$ cat config.mk
export PLATFORM = sky130hd
export DESIGN_NAME = hazard_scoreboard
export DESIGN_NICKNAME = d
export VERILOG_FILES = /design/src/rtl/hazard_pkg.sv /design/src/rtl/reg_scoreboard.sv /design/src/rtl/hazard_scoreboard.sv
export SDC_FILE = /design/constraint.sdc
export NUM_CORES = 1
export LEC_CHECK = 0
export ABC_AREA = 1
export CAP_MARGIN = 0
export CORE_AREA = 2 2 115 95
export CTS_CLUSTER_DIAMETER = 50
export DETAILED_ROUTE_END_ITERATION = 8
export DIE_AREA = 0 0 117 97
export PLACE_DENSITY = 0.75
export SYNTH_ARGS = -nofsm -noshare
export SYNTH_HDL_FRONTEND = slang
export SYNTH_SLANG_ARGS = --single-unit
$ cat constraint.sdc
create_clock -name clock -period 3.61 [get_ports clock]
set_input_delay 0.5415 -clock clock [delete_from_list [all_inputs] [get_ports clock]]
set_output_delay 0.5415 -clock clock [all_outputs]
set_load 0.03 [all_outputs]
$ cat src/rtl/hazard_pkg.sv
// Instruction field layout, opcode constants and a shared decoder used by
// the hazard scoreboard and the decode/bypass logic.
package hazard_pkg;

  localparam int unsigned IR_W    = 32;
  localparam int unsigned FIELD_W = 5;

  localparam int unsigned OP_LSB  = 27;
  localparam int unsigned RD_LSB  = 22;
  localparam int unsigned RS_LSB  = 17;
  localparam int unsigned RT_LSB  = 12;
  localparam int unsigned ALU_LSB = 2;

  localparam logic [FIELD_W-1:0] OP_RTYPE = 5'b00000;
  localparam logic [FIELD_W-1:0] OP_LW    = 5'b01000;
  localparam logic [FIELD_W-1:0] OP_SW    = 5'b00111;

  localparam logic [FIELD_W-1:0] ALU_MUL = 5'b00110;
  localparam logic [FIELD_W-1:0] ALU_DIV = 5'b00111;

  typedef struct packed {
    logic [FIELD_W-1:0] opcode;
    logic [FIELD_W-1:0] rd;
    logic [FIELD_W-1:0] rs;
    logic [FIELD_W-1:0] rt;
    logic [FIELD_W-1:0] aluop;
  } fields_t;

  typedef struct packed {
    logic    rtype;
    logic    lw;
    logic    sw;
    logic    muldiv;
    logic    writes_rd;
    fields_t f;
  } dec_t;

  function automatic dec_t decode(input logic [IR_W-1:0] ir);
    dec_t d;
    d.f.opcode  = ir[OP_LSB +: FIELD_W];
    d.f.rd      = ir[RD_LSB +: FIELD_W];
    d.f.rs      = ir[RS_LSB +: FIELD_W];
    d.f.rt      = ir[RT_LSB +: FIELD_W];
    d.f.aluop   = ir[ALU_LSB +: FIELD_W];
    d.rtype     = (d.f.opcode == OP_RTYPE);
    d.lw        = (d.f.opcode == OP_LW);
    d.sw        = (d.f.opcode == OP_SW);
    d.muldiv    = d.rtype && ((d.f.aluop == ALU_MUL) || (d.f.aluop == ALU_DIV));
    d.writes_rd = d.rtype || d.lw;
    return d;
  endfunction

endpackage

$ cat src/rtl/reg_scoreboard.sv
// Per-register busy bits for the single outstanding mult/div result.
// Clear-all takes effect before set so a back-to-back issue keeps only the new entry.
module reg_scoreboard
  import hazard_pkg::*;
#(
  parameter int unsigned NREG  = 32,
  parameter int unsigned REG_W = 5
) (
  input  logic             clock,
  input  logic             reset,
  input  logic             set_en,
  input  logic [REG_W-1:0] set_idx,
  input  logic             clr_all,
  output logic [NREG-1:0]  busy_vec,
  output logic             any_busy
);

  logic [NREG-1:0] busy_d, busy_q;
  logic            any_d, any_q;

  always_comb begin
    busy_d = clr_all ? '0 : busy_q;
    any_d  = clr_all ? 1'b0 : any_q;
    if (set_en) begin
      any_d = 1'b1;
      // r0 never carries a pending result
      if ((set_idx != '0) && (32'(set_idx) < NREG)) begin
        busy_d[set_idx] = 1'b1;
      end
    end
  end

  always_ff @(posedge clock) begin
    if (reset) begin
      busy_q <= '0;
      any_q  <= 1'b0;
    end else begin
      busy_q <= busy_d;
      any_q  <= any_d;
    end
  end

  assign busy_vec = busy_q;
  assign any_busy = any_q;

endmodule

$ cat src/rtl/hazard_scoreboard.sv
// Pipeline stall generation: mult/div scoreboard hazards, stretched load-use
// stalls and a saturating stall-cycle counter.
module hazard_scoreboard
  import hazard_pkg::*;
#(
  parameter int unsigned NREG     = 32,
  parameter int unsigned REG_W    = 5,
  parameter int unsigned LOAD_LAT = 1,
  parameter int unsigned CNT_W    = 32
) (
  input  logic             clock,
  input  logic             reset,
  input  logic [31:0]      fd_ir,
  input  logic [31:0]      dx_ir,
  input  logic             md_start,
  input  logic             md_ready,
  output logic             stall,
  output logic             bubble,
  output logic             md_busy,
  output logic [NREG-1:0]  busy_vec,
  output logic [CNT_W-1:0] stall_count
);

  localparam int unsigned LuW = (LOAD_LAT > 1) ? $clog2(LOAD_LAT) : 1;

  dec_t fd, dx;
  assign fd = decode(fd_ir);
  assign dx = decode(dx_ir);

  logic unused_ir;
  assign unused_ir = ^{fd_ir, dx_ir, dx};

  reg_scoreboard #(
    .NREG  (NREG),
    .REG_W (REG_W)
  ) u_sb (
    .clock    (clock),
    .reset    (reset),
    .set_en   (md_start),
    .set_idx  (REG_W'(dx.f.rd)),
    .clr_all  (md_ready),
    .busy_vec (busy_vec),
    .any_busy (md_busy)
  );

  function automatic logic busy_at(input logic [NREG-1:0] vec, input logic [FIELD_W-1:0] r);
    return (r != '0) && (32'(r) < NREG) && vec[r];
  endfunction

  logic [LuW-1:0]   lu_d, lu_q;
  logic [CNT_W-1:0] cnt_d, cnt_q;
  logic             raw_md, waw_md, struct_md, md_hz, lu_src, lu_hit;

  always_comb begin
    // sw reads rd as store data: a pending mult/div result must not be stored early
    raw_md    = busy_at(busy_vec, fd.f.rs)
              | (fd.rtype & busy_at(busy_vec, fd.f.rt))
              | (fd.sw & busy_at(busy_vec, fd.f.rd));
    waw_md    = fd.writes_rd & busy_at(busy_vec, fd.f.rd);
    struct_md = fd.muldiv & md_busy;
    // writeback of the result is bypassed, so md_ready clears these hazards at once
    md_hz     = ~md_ready & (raw_md | waw_md | struct_md);

    // load data for a store is bypassed, so only the sw base register counts
    lu_src = (fd.f.rs == dx.f.rd) | (fd.rtype & (fd.f.rt == dx.f.rd));
    lu_hit = dx.lw & (dx.f.rd != '0) & lu_src & (lu_q == '0);

    stall = md_hz | lu_hit | (lu_q != '0);

    lu_d = lu_q;
    if (lu_q != '0) begin
      lu_d = lu_q - 1'b1;
    end else if (lu_hit) begin
      lu_d = LuW'(LOAD_LAT - 1);
    end

    cnt_d = cnt_q;
    if (stall && (cnt_q != '1)) begin
      cnt_d = cnt_q + 1'b1;
    end
  end

  always_ff @(posedge clock) begin
    if (reset) begin
      lu_q  <= '0;
      cnt_q <= '0;
    end else begin
      lu_q  <= lu_d;
      cnt_q <= cnt_d;
    end
  end

  assign bubble      = stall;
  assign stall_count = cnt_q;

endmodule

==> impl_metrics.ini <==
[pwr]
power.density_nw_per_um2 = 336
p_leak_uw = 0.00229
ir_worst_vdd_uv = 178

[cts]
cts_buffer_depth = 2
post_cts.repair.setup_buffers = 0
cts.sink_count = 66
cts_resized = 0
cts-root-buf = clkbuf_16
cts_htree_levels = 3
cts_hold_buf = 0
path_clk_slew_ns = 0.05
numCtsBuffers = 9
clk_latency_ns = 0.34
cts_tree = done

[timing]
fin_crit_sh = 0.898
setup_viol = 0
rsz0062_at_grt = false
setup_tns_ns = 0
drv_slew = 0
slew_headroom = 0.578
whs_ns = 0.487
min_period_ns = 3.24
fin_skew_ns = 0.00699
fmax_mhz = 309
hold_viol_final = 0
tightest_slew_ns = 0.628

[synthesis]
ys_async_sr_fraction = 0
yosysUniqueCellTypes = 34
yosysMostFrequentCell = nand2_1
synth_common_cells = nand2_1 (201), nand3_1 (94), inv_1 (76)
yosysSeqAreaShare = 0.302
netlist_area_sq_um = 4380
syn_nets = 761
synth_edf_count = 0
avgSynthCellArea_sq_um = 6.32
yosysTopAreaCell = dfxtp_1
yosysTopAreaCellShare = 0.302
synth_area_leaders = dfxtp_1 (30%), nand2_1 (17%), nand3_1 (11%), inv_1 (6.5%), xor2_1 (6.0%)
ys_dominant_reg_cell = dfxtp_1
syn_inst = 692
synth_seq_cells = 66
yosysWarningCount = 0

[route]
drcViolationCount = 0
via_per_inst = 5.51
drt_iter0_markers = 477
wl_per_cell_um = 17.1
first_pass_iters = 5
postRouteAntennaNets = 0
wl_mm = 16.0
vias = 5142

[worst_setup_path]
ff2ff_path_depth = 9
critical_path_required_ns = 3.07
worstPathArrival_ns = 2.70
cpPeakStageDelay_ns = 0.66
slowest_stage = clkdlybuf4s50_1
worst_setup_path_start_kind = primary input
crit_path_end_kind = output port
cpLargestDelayFamily = buffers and inverters
reg2reg_slack_ns = 0.94
cp_max_fo = 7
path_depth = 8
critPathBufInv = 3
path_class = primary input to output port
cp_cell_sequence = clkdlybuf4s50_1 -> inv_1 -> nand3_1 -> nor2_1 -> nor4_1 -> a21oi_1 -> nand2_4 -> buf_4

[outcome]
status = finished clean

[job]
drv_cap = 0

[floorplan]
core_area_sq_um = 10100
die_area_sq_um = 11300
initial_utilization = 0.433
fp.dieW_um = 117
die_h_um = 97
rows = 33
ioPinCount = 135

[placement]
place_congestion = 0.997
dpl.hpwl_mm = 12.2
numPortBuffers = 104

[layout]
fillers = 983
nNetsFinal = 858
drive_gt1_frac = 0.0579
area_delta_synth_final_pct = 32.3
diodes = 0
post-route-util = 0.572

[hold_path]
hold_class = register to register
whs_path_depth = 2

[global_route]
first_global_vias = 4508
grt_usage = 0.280
antenna_found_initial = 0
overflow = 0
grt_pass1_wl_mm = 24.4
grt_max_degree = 35
[worst register-to-register path, cell delays in order (launching register included)]
cell and delay (ns):
dfxtp_1 0.42, ha_1 0.28, inv_1 0.13, nor3_2 0.21, nand2_1 0.17, nor2_1 0.26
nand2_1 0.42, nand2_4 0.46, nand2_1 0.09, a21oi_1 0.15
[where the power goes]
part           total (uW)  switching (uW)  internal [uW]
Combinational         287             179            108
Clock                 915             358            558
Sequential            742            6.73            735
[final cells by class]
class / count / area [sq um] / area share
clock buffers: 11 / 243 / 0.0419
clock inverters: 5 / 63.8 / 0.0110
inverters: 84 / 318 / 0.0549
multi-input cells: 511 / 2540 / 0.438
flip-flops and latches: 66 / 1320 / 0.228
well taps: 140 / 175 / 0.0303
repair buffers: 117 / 1130 / 0.196
[per-stage QoR]
stage	cell area [sq um]	instances	total power, uW	worst slack, ns
floorplan	4380	692	935	1.14
global placement	5480	918	1030	0.458
detailed placement	5480	918	1040	0.431
CTS	5790	934	1940	0.426
global route	5790	934	2000	0.244
finish	5790	934	1940	0.369
[final timing paths]
kind,from,to
min,u_sb.busy_vec[0],u_sb.busy_vec[0]
max reg2reg,stall_count[1],stall_count[21]
min reg2reg,u_sb.busy_vec[0],u_sb.busy_vec[0]
max,dx_ir[25],stall
[routing by layer]
| metal | up-vias | routed length [um] | global-route usage |
|---|---|---|---|
| li1 | 2478 | - | - |
| met1 | 2354 | 7600 | 0.440 |
| met2 | 295 | 6250 | 0.359 |
| met3 | 15 | 1960 | 0.0984 |
| met4 | 0 | 158 | 0.0597 |
| met5 | - | 0 | 0 |
[cell usage in the layout (no fill, tap or decap), types with 2 or more instances in the layout]
cell / count
nand2_2: 2
buf_4: 15
nand3_1: 94
nand4_1: 8
clkdlybuf4s50_1: 102
dfxtp_1: 66
xor2_1: 30
o21ai_0: 7
xnor2_1: 5
o2111ai_1: 2
nand2_1: 201
clkinv_4: 3
o21ai_1: 2
o211ai_2: 2
o211ai_1: 6
inv_1: 76
nor2_1: 34
clkbuf_16: 9
a21oi_1: 44
o22ai_1: 31
nor3_1: 22
nand2_4: 2
nor4_1: 11
nor3_2: 2
inv_2: 6
[sequential cells by signal, summed over array words and instances, names as in the netlist]
name and count:
lu_q 1, stall_count 32, u_sb.any_busy 1, u_sb.busy_vec 32
[kinds of logic after synthesis]
group	share of synthesized area
AOI/OAI and AO/OA	0.128
xor gates and xnor gates	0.0700
adders and majority gates	0.00286
buffers and inverters	0.119
DFF	0.302
other	0.000857
and+or+nand+nor	0.378
Note: power is estimated with default switching activity, not from simulation.
